File: src/rtl/mem_ftch_rsp_buf.sv
// rtl/mem_ftch_rsp_buf.sv - in-order memory-to-fetch response buffer with flush
module mem_ftch_rsp_buf #(
    parameter int ADDR_W = 32,
    parameter int DATA_W = 32,
    parameter int DEPTH  = 4,
    parameter int CNT_W  = $clog2(DEPTH + 1)
) (
    input  logic              clk,
    input  logic              resetn,
    input  logic              flush,
    input  logic              in_valid,
    output logic              in_ready,
    input  logic [ADDR_W-1:0] in_addr,
    input  logic [DATA_W-1:0] in_data,
    input  logic              in_err,
    output logic              out_valid,
    input  logic              out_ready,
    output logic [ADDR_W-1:0] out_addr,
    output logic [DATA_W-1:0] out_data,
    output logic              out_err,
    output logic [CNT_W-1:0]  count,
    output logic [15:0]       drop_cnt
);

    localparam int PTR_W = $clog2(DEPTH);
    localparam logic [CNT_W-1:0] FULL = CNT_W'(DEPTH);

    logic [ADDR_W-1:0] addr_mem [DEPTH];
    logic [DATA_W-1:0] data_mem [DEPTH];
    logic [DEPTH-1:0]  err_mem;

    logic [PTR_W-1:0] rd_ptr;
    logic [PTR_W-1:0] wr_ptr;
    logic             accept;
    logic             push;
    logic             pop;
    logic [16:0]      drop_sum;
    logic [15:0]      drop_next;

    assign in_ready  = (count != FULL);
    assign out_valid = (count != '0);
    assign accept    = in_valid && in_ready;
    assign push      = accept && !flush;
    assign pop       = out_valid && out_ready && !flush;

    assign out_addr = addr_mem[rd_ptr];
    assign out_data = data_mem[rd_ptr];
    assign out_err  = err_mem[rd_ptr];

    // A flushed same-cycle offer counts as dropped too; one spare bit catches saturation.
    assign drop_sum  = {1'b0, drop_cnt} + 17'(count) + 17'(accept);
    assign drop_next = drop_sum[16] ? 16'hFFFF : drop_sum[15:0];

    always_ff @(posedge clk) begin
        if (push) begin
            addr_mem[wr_ptr] <= in_addr;
            data_mem[wr_ptr] <= in_data;
            err_mem[wr_ptr]  <= in_err;
        end
    end

    always_ff @(posedge clk or negedge resetn) begin
        if (!resetn) begin
            rd_ptr   <= '0;
            wr_ptr   <= '0;
            count    <= '0;
            drop_cnt <= '0;
        end else if (flush) begin
            count    <= '0;
            rd_ptr   <= wr_ptr;
            drop_cnt <= drop_next;
        end else begin
            if (push) wr_ptr <= wr_ptr + 1'b1;
            if (pop)  rd_ptr <= rd_ptr + 1'b1;
            case ({push, pop})
                2'b10:   count <= count + 1'b1;
                2'b01:   count <= count - 1'b1;
                default: count <= count;
            endcase
        end
    end

endmodule

File: config.mk
export PLATFORM = sky130hd
export DESIGN_NAME = mem_ftch_rsp_buf
export DESIGN_NICKNAME = d
export VERILOG_FILES = /design/src/rtl/mem_ftch_rsp_buf.sv
export SDC_FILE = /design/constraint.sdc
export NUM_CORES = 1
export LEC_CHECK = 0
export ABC_AREA = 1
export CORE_MARGIN = 2
export CORE_UTILIZATION = 57
export DETAILED_ROUTE_END_ITERATION = 8
export DONT_BUFFER_PORTS = 1
export GPL_TIMING_DRIVEN = 1
export PLACE_DENSITY = 0.75
export SYNTH_ARGS = -nofsm -noshare
export SYNTH_HDL_FRONTEND = slang
export SYNTH_SLANG_ARGS = --single-unit
export TNS_END_PERCENT = 100
File: constraint.sdc
create_clock -name clk -period 4.2 [get_ports clk]
set_input_delay 0.84 -clock clk [delete_from_list [all_inputs] [get_ports clk]]
set_output_delay 0.84 -clock clk [all_outputs]
set_load 0.005 [all_outputs]
=== Word-level counts from Yosys, hierarchy flattened ===
Memories as Yosys holds them, arrays and structs flattened.
Cells that the tools add are included.

* Bits in registers: 27
* Bits in writable memories: 256
* Input bits: 70
* Output and inout port bits: 86
* Memories kept: 2

{| class="wikitable"
|+ Memory list
! memory !! words !! bits a word !! rd ports !! clocked after Yosys merged registers in !! wr ports !! RTL line !! RTL
|-
| addr_mem || 4 || 32 || 1 || 0 || 1 || 28 || <nowiki>logic [ADDR_W-1:0] addr_mem [DEPTH];</nowiki>
|-
| data_mem || 4 || 32 || 1 || 0 || 1 || 29 || <nowiki>logic [DATA_W-1:0] data_mem [DEPTH];</nowiki>
|}

* Add/sub/neg operators: 6
* $lt $le $gt $ge: 3
* Equality and inequality tests: 3
* Mux-type cells: 12
* Bitwise operators: 1
* Reductions and logical operators: 10

{| class="wikitable"
|+ Operators with widths
! cell !! count
|-
| $add A16 B3 Y17 || 1
|-
| $add A17 B1 Y17 || 1
|-
| $mux W16 || 1
|-
| $lt A2 B3 Y1 const B || 2
|-
| $pmux W3 S2 || 1
|-
| $reduce_bool A3 Y1 || 2
|-
| $logic_and A1 B1 Y1 || 5
|-
| $add A2 B1 Y2 const B || 2
|-
| $bwmux W4 || 1
|-
| $mux W1 || 4
|-
| $mux W2 || 2
|-
| $add A3 B1 Y3 const B || 1
|-
| $mux W3 || 1
|-
| $ne A3 B3 Y1 const B || 1
|-
| $sub A3 B1 Y3 const B || 1
|-
| $bmux W1 S2 || 1
|-
| $demux W1 S2 || 1
|-
| $eq A2 B1 Y1 const B || 1
|-
| $eq A2 B2 Y1 const B || 1
|-
| $ge A2 B1 Y1 const B || 1
|-
| $reduce_and A2 Y1 || 1
|-
| $reduce_bool A2 Y1 || 1
|-
| $logic_not A1 Y1 || 1
|-
| $not A1 Y1 || 1
|}

=== Logic depth before layout (Yosys ltp) ===
Gate-level depths: netlist of the first run.

* Depth after elaboration: 6
* Mapped depth: 13
* Mapped depth without buffers: 13

=== Worst setup path before layout of the first run ===
No wires, ideal clock.

* Kind: in2reg
* Start: input port in_valid
* End: memory addr_mem[0][0] (enable)
* Library setup time: 0.489 ns
* Arrival time: 3.910 ns
* Required time: 3.711 ns
* Setup slack: -0.198 ns
* Stages on the path: 3
* Cell sequence: a21boi_2 nand2_1 nor2_1

* Word-level cells in the longest chain between the ends: 4

{| class="wikitable"
|+ Ends and longest elaborated chain
! item !! RTL line !! RTL
|-
| start: declaration || 11 || <nowiki>input logic in_valid,</nowiki>
|-
| $logic_and A1 B1 Y1 || 42 || <nowiki>assign accept = in_valid && in_ready;</nowiki>
|-
| $logic_and A1 B1 Y1 || 43 || <nowiki>assign push = accept && !flush;</nowiki>
|-
| $mux W1 || 55 || <nowiki>if (push) begin</nowiki>
|-
| $mux W1 (implied by the code) || 56 || <nowiki>addr_mem[wr_ptr] <= in_addr;</nowiki>
|-
| end: declaration || 28 ||
|}

No other way between the ends.

=== Final worst setup path of the first run ===
* Start: register rd_ptr[0]
* End: output port out_data[28]

* Word-level cells in the longest chain between the ends: 1

{| class="wikitable"
|+ Ends and longest elaborated chain
! item !! RTL line !! RTL
|-
| start: declaration || 32 || <nowiki>logic [PTR_W-1:0] rd_ptr;</nowiki>
|-
| start signal: assignment || 70 || <nowiki>rd_ptr <= wr_ptr;</nowiki>
|-
| start signal: assignment || 74 || <nowiki>if (pop) rd_ptr <= rd_ptr + 1'b1;</nowiki>
|-
| $mem_v2 Z4 W32 || - ||
|-
| end: declaration || 19 || <nowiki>output logic [DATA_W-1:0] out_data,</nowiki>
|}

No other way between the ends.

==> impl_metrics.py, run 1 <==
metrics = {
    "die": {
        "pin_count": 156,
        "die_height_um": 144,
        "rows": 51,
        "die_area_um2": 20700,
        "core_um2": 19300,
        "die_x_um": 144,
        "initial_core_util_pct": 57.6,
    },
    "detailed_routing": {
        "ant_nets": 0,
        "drt_first_iter_violations": 563,
        "wl_per_cell_um": 20.8,
        "avgViaCountPerCell": 5.99,
        "num_vias": 6576,
        "drt_first_pass_iters": 5,
        "totalWireLength_um": 22900,
        "drc_errors": 0,
    },
    "power_and_ir_drop": {
        "power_leakage_nw": 4.13,
        "p_sw_share_pct": 32.8,
        "p_sw_mw": 2.65,
        "p_int_mw": 5.44,
        "combinationalPowerShare_pct": 24.9,
        "vdd_drop_max_mv": 0.449,
        "power_frac_seq_pct": 45.0,
        "power_per_cell_area_nw_per_um2": 661,
        "finalPower_mw": 8.10,
        "clockPowerShare_pct": 30.1,
    },
    "synth": {
        "synth_seq_area_share_pct": 75.3,
        "synth_cells": 816,
        "syn_area_um2": 11100,
        "synth_seq_cells": 283,
        "yosys_warnings": 0,
        "syn_area_per_cell_um2": 13.6,
        "ys_types": 34,
        "synth.net_count": 895,
    },
    "sta": {
        "post-route-min-period_ns": 3.65,
        "rsz0062_at_grt": "no",
        "min_period_over_period_pct": 86.9,
        "hold_viol": 0,
        "setup_tns_ns": 0,
        "relSlewSlack_pct": 21.8,
        "skew_ns": 0.0124,
        "slew_viol_final": 0,
        "setup_viol": 0,
        "max_freq_ghz": 0.274,
        "worstMarginPinSlew_ns": 1.17,
    },
    "placed_design": {
        "dp.cells": 1045,
        "hpwl_um": 13300,
        "gp_congestion": 0.808,
        "io_buffers": 0,
    },
    "global_route": {
        "grt_max_degree": 94,
        "overflow": 0,
        "grt_pass1_vias": 6857,
        "antenna_found_initial": 0,
        "grt_first_pass_wirelength_um": 34800,
        "grt.total_usage_pct": 21.8,
    },
    "min_path": {
        "hold_depth": 0,
        "hold_start": "in_data[1]",
        "hp-class": "input pin to register",
        "min_to": "data_mem[3][1]",
    },
    "cts": {
        "cts.sinks": 283,
        "clk_pin_slew_ns": 0.06,
        "clockBufferDepth": 3,
        "cts.root.buffer_cell": "clkbuf_16",
        "cts_resized": 0,
        "cts_buffers": 28,
        "cts_tree": "done",
        "htree_levels": 1,
        "cts_setup_buffers": 0,
        "insertion_delay_ns": 0.53,
    },
    "job": {
        "drv_cap": 0,
    },
    "worst_setup_path": {
        "end_kind": "output port",
        "cp_slowest_stage_delay_ns": 0.74,
        "worst_r2r_endpoint": "drop_cnt[10]",
        "cp_num_buf_inv": 2,
        "critPathTopFamily": "buffers and inverters",
        "crit_fanout": 93,
        "crit_chain": "inv_4 > buf_4 > o21ai_0 > o22ai_1",
        "r2r_slack_ns": 1.53,
        "r2r-start": "count[1]",
        "critPathKind": "register to output port",
        "slowest_stage": "inv_4",
        "setup.worst_path.start_class": "register",
        "r2r_cells": 12,
        "cp.required_ns": 3.36,
        "arrival_ns": 2.81,
    },
    "outcome": {
        "status": "finished, final reports clean",
    },
    "finish": {
        "nets": 890,
        "instances_no_fill": 1097,
        "syn_to_final_growth_pct": 10.1,
        "drive_above_1_share_pct": 10.3,
        "nFillCells": 1353,
        "antennaDiodeCount": 0,
    },
}
-- routing by layer --
metal / global-route usage, % / vias up / part of all wire [%]
li1: - / 2982 / -
met1: 24.3 / 3271 / 36
met2: 38.5 / 273 / 51
met3: 7.96 / 50 / 10
met4: 7.59 / 0 / 2.7
met5: 0 / - / 0
-- worst max-delay path by stage --
stage                    from        endpoint  slack [ns]  depth (start not counted)
floorplan            in_valid  addr_mem[0][0]       -0.20                          3
CTS                 rd_ptr[0]    out_data[12]        0.52                          4
global route        rd_ptr[0]    out_data[12]        0.37                          4
global placement    rd_ptr[0]    out_data[24]        1.28                          4
finish              rd_ptr[0]    out_data[28]        0.55                          4
detailed placement  rd_ptr[0]    out_data[27]        1.16                          4
-- area by class of cell --
class / instances / area [um2] / area share [%]
Sequential cell: 283 / 8390 / 68.4
Multi-Input combinational cell: 459 / 2410 / 19.7
Clock buffer: 39 / 763 / 6.23
Tap cell: 265 / 332 / 2.70
Clock inverter: 12 / 141 / 1.15
Inverter: 30 / 115 / 0.939
Timing Repair Buffer: 9 / 108 / 0.878
-- synth_stat cells, drive strengths merged --
| cell | instances | area (um2) |
|---|---|---|
| o211ai | 3 | 27.5 |
| clkbuf | 22 | 82.6 |
| o22ai | 65 | 407 |
| or2 | 1 | 6.26 |
| inv | 30 | 115 |
| o21bai | 1 | 7.51 |
| fa | 3 | 60.1 |
| buf | 22 | 173 |
| o21ai | 135 | 679 |
| xnor2 | 3 | 26.3 |
| xor2 | 4 | 35.0 |
| edfxtp | 260 | 7810 |
| nand2 | 47 | 189 |
| a21oi | 5 | 28.8 |
| nand4 | 7 | 50.1 |
| nor2 | 153 | 607 |
| ha | 6 | 75.1 |
| a22oi | 1 | 21.3 |
| nand3 | 23 | 145 |
| nor3 | 1 | 5.00 |
| a21boi | 1 | 11.3 |
| dfrtp | 23 | 576 |
-- power by group through the flow --
stage                     Clock, mW  Combinational [mW]  Sequential (mW)
after floorplan                   0                1.60             3.61
after global placement            0                1.91             3.68
after detailed placement          0                2.01             3.70
after CTS                      2.47                2.04             3.64
after global routing           2.58                2.24             3.68
final                          2.44                2.02             3.64
-- sequential cells by signal, summed over array words and instances (netlist names) --
signal,cells
addr_mem,128
count,3
data_mem,128
drop_cnt,16
err_mem,4
rd_ptr,2
wr_ptr,2
-- stage by stage --
stage	hold WS [ns]	setup slack, ns	area (um2)	util, %
finish	0.402	0.548	12300	63.4
global route	0.381	0.375	12300	63.4
CTS	0.386	0.519	12300	63.4
detailed placement	0.545	1.16	11300	58.7
global placement	0.531	1.28	11300	58.7
floorplan	0.500	-0.198	11100	-
-- layout by cell type (no fill, tap or decap), types with 8 or more instances in the layout --
cell type  Yosys  layout
clkbuf_1      22      10
clkbuf_16      0      29
dfrtp_1       23      21
edfxtp_1     260     260
inv_1         20      20
inv_2          9       9
nand2_1       42      42
nand3_1       17      17
nor2_1       148     144
nor2_4         4       8
o21ai_0      128     128
o22ai_1       65      65
-- logic make-up (layout without fill, tap and decap cells) --
family	count (synthesis)	in the layout	share of synthesized area (%)
flops	283	283	75.3
simple gates	232	232	9.00
compound gates	211	211	10.6
buf+inv	74	90	3.33
fa+ha+maj	9	9	1.21
xor+xnor	7	7	0.551
-- repair_timing --
action | in CTS | in global routing
setup endpoints to repair | 0 | 0
hold buffers | 1 | 0
endpoints found under the hold margin | 23 | 0
Note: power is estimated with default switching activity, not from simulation.
==> run 2: changes to the inputs <==
Settings changed: CORE_MARGIN 2 to default.
==> impl_metrics.py, run 2 (synthesis results as in run 1) <==
metrics = {
    "worst_setup_path": {
        "setup.worst_path.start_class": "register",
        "startpoint": "rd_ptr[0]",
        "arrival_ns": 2.64,
        "slowest_stage": "buf_4",
        "critPathKind": "register to output port",
        "r2r_slack_ns": 1.53,
        "r2r-start": "count[1]",
        "end_kind": "output port",
        "cp.required_ns": 3.36,
        "crit_fanout": 86,
        "crit_chain": "buf_4 > o21ai_0 > o22ai_1",
        "cp_slowest_stage_delay_ns": 0.77,
    },
    "global_route": {
        "grt.total_usage_pct": 23.1,
        "grt_max_degree": 87,
        "overflow": 0,
        "grt_pass1_vias": 6853,
        "antenna_found_initial": 0,
        "grt_first_pass_wirelength_um": 35400,
    },
    "outcome": {
        "status": "finished, final reports clean",
    },
    "power_and_ir_drop": {
        "power_per_cell_area_nw_per_um2": 649,
        "clockPowerShare_pct": 28.2,
        "power_leakage_nw": 4.09,
        "power_frac_seq_pct": 46.0,
        "combinationalPowerShare_pct": 25.9,
        "p_int_mw": 5.24,
        "p_sw_share_pct": 33.7,
        "finalPower_mw": 7.91,
        "vdd_drop_max_mv": 0.425,
        "p_sw_mw": 2.66,
    },
    "cts": {
        "cts.root.buffer_cell": "clkbuf_16",
        "clk_pin_slew_ns": 0.06,
        "insertion_delay_ns": 0.54,
        "cts.sinks": 283,
        "cts_tree": "done",
        "clockBufferDepth": 3,
        "cts_setup_buffers": 0,
        "htree_levels": 1,
        "cts_buffers": 27,
    },
    "sta": {
        "hold_viol": 0,
        "holdWs_ns": 0.387,
        "min_period_over_period_pct": 82.9,
        "relSlewSlack_pct": 27.9,
        "skew_ns": 0.0249,
        "worstMarginPinSlew_ns": 1.08,
        "setup_tns_ns": 0,
        "max_freq_ghz": 0.287,
        "rsz0062_at_grt": "no",
        "slew_viol_final": 0,
        "setup_viol": 0,
        "post-route-min-period_ns": 3.48,
    },
    "die": {
        "rows": 50,
        "initial_core_util_pct": 58.7,
        "core_um2": 19000,
        "die_area_um2": 20100,
        "die_x_um": 142,
        "pin_count": 156,
        "die_height_um": 142,
    },
    "placed_design": {
        "gp_congestion": 0.870,
        "io_buffers": 0,
        "hpwl_um": 13100,
    },
    "finish": {
        "antennaDiodeCount": 0,
        "nets": 891,
        "utilization_pct": 64.3,
        "top_regs": "addr_mem x128, data_mem x128, drop_cnt x16",
        "syn_to_final_growth_pct": 9.41,
        "nFillCells": 1333,
        "drive_above_1_share_pct": 10.5,
        "final_cell_mix": "260 x edfxtp_1, 144 x nor2_1, 128 x o21ai_0, 65 x o22ai_1, 42 x nand2_1",
        "mostFrequentLayoutCell": "edfxtp_1",
    },
    "detailed_routing": {
        "drt_first_pass_iters": 5,
        "wl_per_cell_um": 21.0,
        "drt_first_iter_violations": 470,
        "drc_errors": 0,
        "num_vias": 6568,
        "ant_nets": 0,
        "avgViaCountPerCell": 6.01,
        "totalWireLength_um": 22900,
    },
    "job": {
        "drv_cap": 0,
    },
    "min_path": {
        "hold_start": "in_addr[14]",
        "hp-class": "input pin to register",
    },
}
[run 2: cell count changes in the layout (fill, tap and decap cells not counted)]
cell	delta
clkbuf_16	-2
clkinv_1	+3
clkinvlp_4	+2
clkinvlp_2	+1
clkbuf_1	-4
buf_4	+2
inv_8	-1
bufinv_16	-2
inv_16	+1
[run 2: path summary, 6_finish.rpt]
check | depth (start not counted) | endpoint
min in group asynchronous | 1 | drop_cnt[5]
max reg2reg | 12 | drop_cnt[1]
min reg2reg | 2 | drop_cnt[13]
max | 3 | out_data[18]
min | 0 | addr_mem[0][14]
max in group asynchronous | 1 | rd_ptr[0]
[run 2: area by class of cell]
type / instances / area [um2] / share of cell area, %
flip-flops and latches: 283 / 8390 / 68.9
multi-input cells: 459 / 2410 / 19.8
clock buffers: 33 / 698 / 5.73
well taps: 260 / 325 / 2.67
repair buffers: 11 / 123 / 1.01
clock inverters: 16 / 121 / 0.996
inverters: 30 / 115 / 0.945
[run 2: through the flow]
stage | cells | setup WS, ns | area, um2
finish | 1092 | 0.719 | 12200
global route | 1092 | 0.557 | 12200
CTS | 1092 | 0.720 | 12200
global placement | 1042 | 1.38 | 11400
floorplan | 816 | -0.198 | 11100
detailed placement | 1042 | 1.28 | 11400
[run 2: timing repair]
item / CTS / global route
hold buffers: 1 / 0
endpoints found under the hold margin: 23 / 0
gates resized for setup: 0 / 0
[run 2: power by group through the flow]
stage               Sequential [mW]  Combinational [mW]  Clock (mW)
detailed placement             3.69                2.04           0
CTS                            3.64                2.06        2.27
global placement               3.67                1.94           0
finish                         3.64                2.05        2.23
global route                   3.67                2.27        2.37
floorplan                      3.61                1.60           0
[run 2: routing by layer]
metal / routed length (um) / GRT usage, % / vias up / share of wire [%]
met1: 8650 / 26.3 / 3265 / 38
met4: 587 / 9.11 / 0 / 2.6
met3: 2020 / 7.19 / 50 / 8.8
met5: 0 / 0 / - / 0
met2: 11600 / 40.8 / 263 / 51
li1: - / - / 2990 / -
[run 2: critical path: cells and delay by family, from the launching register on]
family / cells / cell delay, ns
flip-flops: 1 / 0.74
AO/OA/AOI/OAI: 2 / 0.58
buffers and inverters: 1 / 0.77
==> run 3: changes to the inputs <==
Clock period 4.2 ns to 3.15 ns, I/O delays scaled along.
==> impl_metrics.py, run 3 (synthesis results as in run 1) <==
metrics = {
    "finish": {
        "mostFrequentLayoutCell": "edfxtp_1",
        "final_cell_mix": "260 x edfxtp_1, 144 x nor2_1, 128 x o21ai_0, 65 x o22ai_1, 42 x nand2_1",
        "antennaDiodeCount": 0,
        "syn_to_final_growth_pct": 11.4,
        "instances_no_fill": 1103,
        "top_regs": "addr_mem x128, data_mem x128, drop_cnt x16",
        "final_cell_area_um2": 12400,
        "nets": 901,
        "drive_above_1_share_pct": 11.0,
    },
    "worst_setup_path": {
        "cp_num_buf_inv": 1,
        "cp.required_ns": 2.52,
        "crit_chain": "buf_12 > o21ai_0 > o22ai_1",
        "arrival_ns": 2.33,
        "critPathTopFamily": "flip-flops",
        "cp_slowest_stage_delay_ns": 0.80,
        "worst_r2r_endpoint": "drop_cnt[10]",
        "startpoint": "rd_ptr[0]",
        "slowest_stage": "dfrtp_4",
        "r2r_cells": 12,
        "critPathKind": "register to output port",
        "crit_fanout": 82,
        "r2r-start": "count[1]",
        "end_kind": "output port",
        "setup.worst_path.start_class": "register",
        "r2r_slack_ns": 0.53,
    },
    "cts": {
        "cts.sinks": 283,
        "cts_tree": "done",
        "clockBufferDepth": 3,
        "cts_buffers": 28,
        "htree_levels": 1,
        "cts.root.buffer_cell": "clkbuf_16",
        "insertion_delay_ns": 0.53,
        "clk_pin_slew_ns": 0.06,
    },
    "detailed_routing": {
        "drc_errors": 0,
        "wl_per_cell_um": 20.3,
        "avgViaCountPerCell": 5.87,
        "num_vias": 6480,
        "drt_first_pass_iters": 5,
        "ant_nets": 0,
        "totalWireLength_um": 22400,
        "drt_first_iter_violations": 378,
    },
    "power_and_ir_drop": {
        "p_sw_share_pct": 32.4,
        "power_per_cell_area_nw_per_um2": 877,
        "p_sw_mw": 3.53,
        "power_frac_seq_pct": 44.7,
        "clockPowerShare_pct": 29.4,
        "vdd_drop_max_mv": 0.627,
        "combinationalPowerShare_pct": 26.0,
        "p_int_mw": 7.35,
        "power_leakage_nw": 4.21,
    },
    "sta": {
        "slew_viol_final": 0,
        "rsz0062_at_grt": "no",
        "min_period_over_period_pct": 93.9,
        "setup_viol": 0,
        "worstMarginPinSlew_ns": 1.06,
        "relSlewSlack_pct": 29.2,
        "hold_viol": 0,
        "post-route-min-period_ns": 2.96,
        "skew_ns": 0.0130,
        "max_freq_ghz": 0.338,
    },
    "global_route": {
        "antenna_found_initial": 0,
        "grt_first_pass_wirelength_um": 34700,
        "grt_max_degree": 83,
        "overflow": 0,
        "grt_pass1_vias": 6730,
        "grt.total_usage_pct": 22.5,
    },
    "min_path": {
        "min_to": "addr_mem[1][31]",
        "hold_start": "in_addr[31]",
        "hold_depth": 0,
        "hp-class": "input pin to register",
    },
    "die": {
        "die_height_um": 142,
        "die_x_um": 142,
        "initial_core_util_pct": 58.7,
        "rows": 50,
        "core_um2": 19000,
        "pin_count": 156,
        "die_area_um2": 20100,
    },
    "placed_design": {
        "dp.cells": 1051,
        "io_buffers": 0,
        "gp_congestion": 0.898,
        "place_area_um2": 11500,
        "hpwl_um": 13500,
    },
    "outcome": {
        "status": "finished, final reports clean",
    },
    "job": {
        "drv_cap": 0,
    },
}
[run 3: how the worst max path moves through the flow]
stage                                end  slack [ns]  depth (start not counted)
after global routing        out_addr[28]         0.1                          3
after CTS                   out_addr[28]        0.25                          3
after global placement      drop_cnt[10]        0.63                         12
after floorplan           addr_mem[0][0]       -1.04                          3
after detailed placement    drop_cnt[10]        0.56                         12
final                       out_addr[28]        0.19                          3
[run 3: power groups by stage]
stage	Combinational, mW	Clock, mW	Sequential, mW
2_1_floorplan	2.13	0	4.82
3_3_place_gp	2.73	0	4.91
3_5_place_dp	2.85	0	4.93
4_1_cts	2.87	3.26	4.86
5_1_grt	3.15	3.39	4.90
6_report	2.82	3.20	4.86
[run 3: final cells by class]
type | instances | area, um2
Clock inverter | 11 | 124
Sequential cell | 283 | 8390
Tap cell | 260 | 325
Inverter | 30 | 115
Clock buffer | 40 | 767
Multi-Input combinational cell | 459 | 2410
Timing Repair Buffer | 20 | 278
Fill cell | 1304 | 6550
[run 3: timing repair]
item | 4_1_cts | 5_1_grt
buffers inserted | 0 | 0
hold buffers | 1 | 0
hold endpoints to repair | 23 | 0
gates resized for setup | 0 | 0
setup endpoints to repair | 0 | 0
[run 3: routing by layer]
layer	vias up	share of wire, %	GRT usage [%]
met5	-	0	0
met4	0	1.9	7.19
met2	238	50	38.4
met3	36	10	8.13
li1	3004	-	-
met1	3202	38	26.6
[run 3: worst register-to-register path, stage by stage, from the launching register on]
cell     delay (ns)
dfrtp_1        0.54
nor2_4         0.08
nand2_1        0.16
nand2_2        0.11
fa_1           0.38
inv_1          0.10
fa_1           0.20
nand2_1        0.08
nand2_1        0.15
inv_2          0.04
nor2_1         0.12
nand4_2        0.38
o21ai_1        0.21
[run 3: per-stage QoR]
step                utilization [%]  setup TNS (ns)  hold WS [ns]  worst slack, ns  power, mW
floorplan                         -         -269.96         0.334            -1.04       6.95
global placement               60.7               0         0.335            0.626       7.64
detailed placement             60.7               0         0.335            0.560       7.79
CTS                            65.5               0         0.175            0.254       11.0
global route                   65.5               0         0.176           0.0969       11.4
finish                         65.5               0         0.196            0.193       10.9
